### src/rtl/servant_ram_arbiter.sv
// servant_ram_arbiter
// Shares one single-port Wishbone RAM between the CPU instruction bus
// (read-only) and data bus (read/write). Each transaction is registered,
// issued to the RAM and its read data + ack are returned to the winner.
// Ties between the two masters are broken round-robin.
// Every output is driven from a flop, so there is no combinational path
// from any input to any output.
module servant_ram_arbiter #(
   parameter int aw = 10
) (
   input  logic          i_wb_clk,
   input  logic          i_wb_rst_n,
   // instruction bus (read-only)
   input  logic [aw-1:2] i_ibus_adr,
   input  logic          i_ibus_cyc,
   output logic [31:0]   o_ibus_rdt,
   output logic          o_ibus_ack,
   // data bus
   input  logic [aw-1:2] i_dbus_adr,
   input  logic [31:0]   i_dbus_dat,
   input  logic [3:0]    i_dbus_sel,
   input  logic          i_dbus_we,
   input  logic          i_dbus_cyc,
   output logic [31:0]   o_dbus_rdt,
   output logic          o_dbus_ack,
   // RAM side
   output logic [aw-1:2] o_ram_adr,
   output logic [31:0]   o_ram_dat,
   output logic [3:0]    o_ram_sel,
   output logic          o_ram_we,
   output logic          o_ram_cyc,
   input  logic [31:0]   i_ram_rdt,
   input  logic          i_ram_ack
);

   typedef enum logic {
      S_IDLE   = 1'b0,
      S_ACCESS = 1'b1
   } state_t;

   state_t r_state;
   state_t w_state_nxt;

   // 1 when dbus was served last, so ibus wins the next tie (reset value)
   logic   r_last_dbus;
   // owner of the transaction currently at the RAM
   logic   r_win_dbus;

   logic   w_ibus_elig;
   logic   w_dbus_elig;
   logic   w_grant;
   logic   w_grant_dbus;
   logic   w_done;

   // A master still holds cyc during its ack cycle; that cycle must not
   // count as a fresh request or the same request would be served twice.
   assign w_ibus_elig = i_ibus_cyc & ~o_ibus_ack;
   assign w_dbus_elig = i_dbus_cyc & ~o_dbus_ack;

   // State register
   always_ff @(posedge i_wb_clk or negedge i_wb_rst_n) begin
      if (!i_wb_rst_n) r_state <= S_IDLE;
      else             r_state <= w_state_nxt;
   end

   // Next state, grant decision and completion strobe
   always_comb begin
      w_state_nxt  = r_state;
      w_grant      = 1'b0;
      w_grant_dbus = 1'b0;
      w_done       = 1'b0;
      case (r_state)
         S_IDLE: begin
            if (w_ibus_elig | w_dbus_elig) begin
               w_grant      = 1'b1;
               // dbus wins when alone, or on a tie when ibus went last
               w_grant_dbus = w_dbus_elig & (~w_ibus_elig | ~r_last_dbus);
               w_state_nxt  = S_ACCESS;
            end
         end
         S_ACCESS: begin
            // an ack seen in IDLE is stray and never reaches this branch
            if (i_ram_ack) begin
               w_done      = 1'b1;
               w_state_nxt = S_IDLE;
            end
         end
         default: w_state_nxt = S_IDLE;
      endcase
   end

   // Round-robin pointer and the owner of the in-flight transaction
   always_ff @(posedge i_wb_clk or negedge i_wb_rst_n) begin
      if (!i_wb_rst_n) begin
         r_last_dbus <= 1'b1;
         r_win_dbus  <= 1'b0;
      end else if (w_grant) begin
         r_last_dbus <= w_grant_dbus;
         r_win_dbus  <= w_grant_dbus;
      end
   end

   // RAM request: loaded on grant, held through ACCESS, dropped on ack
   always_ff @(posedge i_wb_clk or negedge i_wb_rst_n) begin
      if (!i_wb_rst_n) begin
         o_ram_adr <= '0;
         o_ram_dat <= '0;
         o_ram_sel <= '0;
         o_ram_we  <= 1'b0;
         o_ram_cyc <= 1'b0;
      end else if (w_grant) begin
         o_ram_cyc <= 1'b1;
         if (w_grant_dbus) begin
            o_ram_adr <= i_dbus_adr;
            o_ram_dat <= i_dbus_dat;
            o_ram_sel <= i_dbus_sel;
            o_ram_we  <= i_dbus_we;
         end else begin
            // ibus fetches are always full-word reads
            o_ram_adr <= i_ibus_adr;
            o_ram_dat <= '0;
            o_ram_sel <= 4'hf;
            o_ram_we  <= 1'b0;
         end
      end else if (w_done) begin
         o_ram_cyc <= 1'b0;
         o_ram_we  <= 1'b0;
      end
   end

   // Return path: one-cycle ack to the winner; rdt holds between acks
   always_ff @(posedge i_wb_clk or negedge i_wb_rst_n) begin
      if (!i_wb_rst_n) begin
         o_ibus_rdt <= '0;
         o_ibus_ack <= 1'b0;
         o_dbus_rdt <= '0;
         o_dbus_ack <= 1'b0;
      end else begin
         o_ibus_ack <= 1'b0;
         o_dbus_ack <= 1'b0;
         if (w_done) begin
            if (r_win_dbus) begin
               o_dbus_rdt <= i_ram_rdt;
               o_dbus_ack <= 1'b1;
            end else begin
               o_ibus_rdt <= i_ram_rdt;
               o_ibus_ack <= 1'b1;
            end
         end
      end
   end

endmodule

### config.mk
export PLATFORM = sky130hd
export DESIGN_NAME = servant_ram_arbiter
export DESIGN_NICKNAME = d
export VERILOG_FILES = /design/src/rtl/servant_ram_arbiter.sv
export SDC_FILE = /design/constraint.sdc
export NUM_CORES = 1
export LEC_CHECK = 0
export ABC_AREA = 1
export CORE_AREA = 2 2 139 127
export CTS_CLUSTER_DIAMETER = 60
export DETAILED_ROUTE_END_ITERATION = 12
export DIE_AREA = 0 0 141 129
export MAX_ROUTING_LAYER = met4
export PLACE_DENSITY = 0.68
export SLEW_MARGIN = 0
export SYNTH_ARGS = -nofsm -noshare
export SYNTH_HDL_FRONTEND = slang
export SYNTH_SLANG_ARGS = --single-unit
### constraint.sdc
create_clock -name i_wb_clk -period 1.6 [get_ports i_wb_clk]
set_input_delay 0.32 -clock i_wb_clk [delete_from_list [all_inputs] [get_ports i_wb_clk]]
set_output_delay 0.32 -clock i_wb_clk [all_outputs]
set_load 0.01 [all_outputs]
==> metrics.md <==
| Metric | Value |
|---|---|
| Via count | `4188` |
| Synthesized instance count | `495` |
| Fraction of layout cells with a size suffix above 1 | `18.9%` |
| Worst path slowest cell | `dfrtp_1` |
| Worst-Margin Slew | `0.349 ns` |
| Syn Nets | `585` |
| Yosys Warn Count | `0` |
| Adder-cell share of the synthesized area | `0%` |
| CTS tree | `done` |
| Instance count on the critical path | `1` |
| Clock transition at path regs | `0.05 ns` |
| Multi-input logic area | `1590 sq um` |
| Register area share after synthesis | `58.3%` |
| Post-Layout Cell Count | `947` |
| Final WS setup | `0.174 ns` |
| Final Hold Fails | `0` |
| Fill count | `1634` |
| Slew margin rel. | `76.7%` |
| Count of different cell masters after synthesis | `18` |
| Avg WL per Cell | `14.3 microns` |
| First-pass iteration count of the detailed router | `5` |
| Total CTS buffers | `17` |
| Hold WC Path Type | `in2async` |
| Max-cap viol count | `0` |
| Synth Area in Simple Gates | `19.9%` |
| Period utilisation layout | `89.1%` |
| Fmax | `0.701 GHz` |
| Initial antenna violation count | `0` |
| Cell Area, Synth | `4940 sq um` |
| Multiplexer area fraction after synthesis | `0%` |
| Fin crit period | `1.43 ns` |
| Fin util | `46.7%` |
| Final antenna-violating net count | `0` |
| CP Capture Type | `primary output` |
| Compound-gate portion of the synthesized area | `12.1%` |
| Routability Congestion | `0.744` |
| Post-Synth XOR/XNOR Area | `0%` |
| I/O Buffers | `201` |
| Diode count | `0` |
| CP peak stage delay | `0.40 ns` |
| Overall power | `14.8 mW` |
| Critical path's top delay family | `flip-flops` |
| Max-slew violations | `0` |
| Critical path arrival | `1.11 ns` |
| Area growth syn-to-layout | `58.0%` |
| First-iteration detailed-routing DRC count | `195` |
| Worst-skew pair later-pin latency | `0.40 ns` |
| Hold_ws | `0.464 ns` |
| Global-route wire length before repair | `21.9 mm` |
| Row cnt | `45` |
| WP buf/inv | `1` |
| Final nets | `814` |
| CORE AREA | `16700 sq um` |
| Avg Inst Size Synth | `9.98 sq um` |
| Status | `completed` |
| Hpwl dp | `9.66 mm` |
| Register area | `2880 sq um` |
| Vias per std cell | `4.42` |
| Die width | `141 microns` |
| Pwr dens | `1900 nW/um^2` |
| Ports | `202` |
| Root Driver | `clkbuf_16` |
| DP Cell Count | `914` |
| CTS sink cnt | `115` |
| Worst Skew | `0.00477 ns` |
| Final count of negative-setup-slack endpoints | `0` |
| Crit Path Max Fanout | `2` |
| Largest net degree at the start of global routing | `60` |
| RSZ-0062 raised after global routing | `false` |
| Initial Utilization | `29.5%` |
| Die Area | `18200 sq um` |
| Grt total ovfl | `0` |
| Critical path required time | `1.28 ns` |
| DP Worst Slack | `-0.0604 ns` |
| CTS Buffer Depth | `2` |
| GRT Total Usage | `15.9%` |
| Reg2reg path depth | `7` |
| Largest family of logic cells by synthesized area | `simple AND/OR/NAND/NOR gates` |
| Peak supply drop | `0.830 mV` |
| Final WL | `13.5 mm` |
| Crit Path Category | `reg2out` |
| Vias in the first global route | `4272` |
| # H-tree levels | `4` |
| Seq cells post-synth | `115` |
| P_leak | `4.05 nW` |
| # DRC | `0` |
| CP cell instances | `dlygate4sd2_1` |
| Startpoint types | `flip-flop` |
| Chip height | `129 microns` |
cell usage after synthesis (all sizes together):
master	instances	area, sq um
nand2	119	454
dfrtp	114	2850
nand3	92	460
o21ai	70	583
inv	57	214
buf	29	254
nand3b	4	30.0
nor2	4	37.5
clkbuf	3	11.3
dfstp	1	26.3
o211ai	1	7.51
o21a	1	7.51
power breakdown:
| part | internal (mW) | switching [mW] | total, mW |
|---|---|---|---|
| clock | 2.40 | 1.22 | 3.62 |
| combinational | 2.92 | 3.26 | 6.19 |
| sequential | 4.30 | 0.728 | 5.03 |
| total | 9.63 | 5.21 | 14.8 |
path summary, 6_finish.rpt:
check / from / end / slack [ns]
worst max register to register: o_dbus_ack / o_ram_adr[5] / 0.24
worst min-delay path: i_wb_rst_n / o_dbus_rdt[6] / 0.46
max in group asynchronous: i_wb_rst_n / r_last_dbus / 0.81
worst min register to register: o_dbus_rdt[23] / o_dbus_rdt[23] / 0.47
worst max-delay path: o_ram_adr[7] / o_ram_adr[7] / 0.17
min in group i_wb_clk: o_dbus_rdt[23] / o_dbus_rdt[23] / 0.47
logic make-up (layout without fill, tap and decap cells):
logic type,after synthesis,count (layout)
AND/OR/NAND/NOR,219,219
AO/OA/AOI/OAI,72,72
flip-flops,115,115
buffers and inverters,89,330
final cells by class:
cell class | instances | share of cell area, %
multi-input cells | 291 | 20.4
repair buffers | 242 | 29.4
inverters | 57 | 2.74
flip-flops and latches | 115 | 36.9
well taps | 211 | 3.38
clock inverters | 4 | 0.930
clock buffers | 27 | 6.32
tightest hold or removal path, delay by kind of cell:
kind	cells	cell delay (ns)
buffers and inverters	3	0.94
registers in the layout, summed over array words and instances, names as in the netlist:
signal	count
o_dbus_ack	1
o_dbus_rdt	32
o_ibus_ack	1
o_ibus_rdt	32
o_ram_adr	8
o_ram_cyc	1
o_ram_dat	32
o_ram_sel	4
o_ram_we	1
r_last_dbus	1
r_state	1
r_win_dbus	1
routing by layer:
| layer | GRT usage [%] | wire [microns] | vias to the layer above |
|---|---|---|---|
| li1 | - | - | 2057 |
| met1 | 19.7 | 6280 | 1956 |
| met2 | 23.9 | 5950 | 166 |
| met3 | 6.89 | 1180 | 9 |
| met4 | 4.18 | 119 | 0 |
| met5 | - | 0 | - |
what timing repair did:
action / 4_1_cts / 5_1_grt
gates resized for setup: 112 / 0
buffers inserted: 1 / 0
setup endpoints to repair: 112 / 0
hold buffers: 1 / 0
endpoints found under the hold margin: 114 / 0
metrics by stage:
step                area (sq um)  TNS, ns
floorplan                   4940        0
global placement            7360   -0.640
detailed placement          7360    -1.09
CTS                         7800        0
global route                7800        0
finish                      7800        0
cells in the final DEF, fill, tap and decap left out, types with 9 or more instances in the layout:
| master | synthesis | final |
|---|---|---|
| buf_12 | 0 | 9 |
| buf_4 | 11 | 32 |
| clkbuf_16 | 0 | 17 |
| clkdlybuf4s50_1 | 0 | 88 |
| dfrtp_1 | 114 | 114 |
| dlygate4sd2_1 | 0 | 112 |
| inv_1 | 54 | 54 |
| nand2_1 | 116 | 116 |
| nand3_1 | 92 | 90 |
| o21ai_2 | 62 | 62 |
Power figures use the tool's default switching activity.
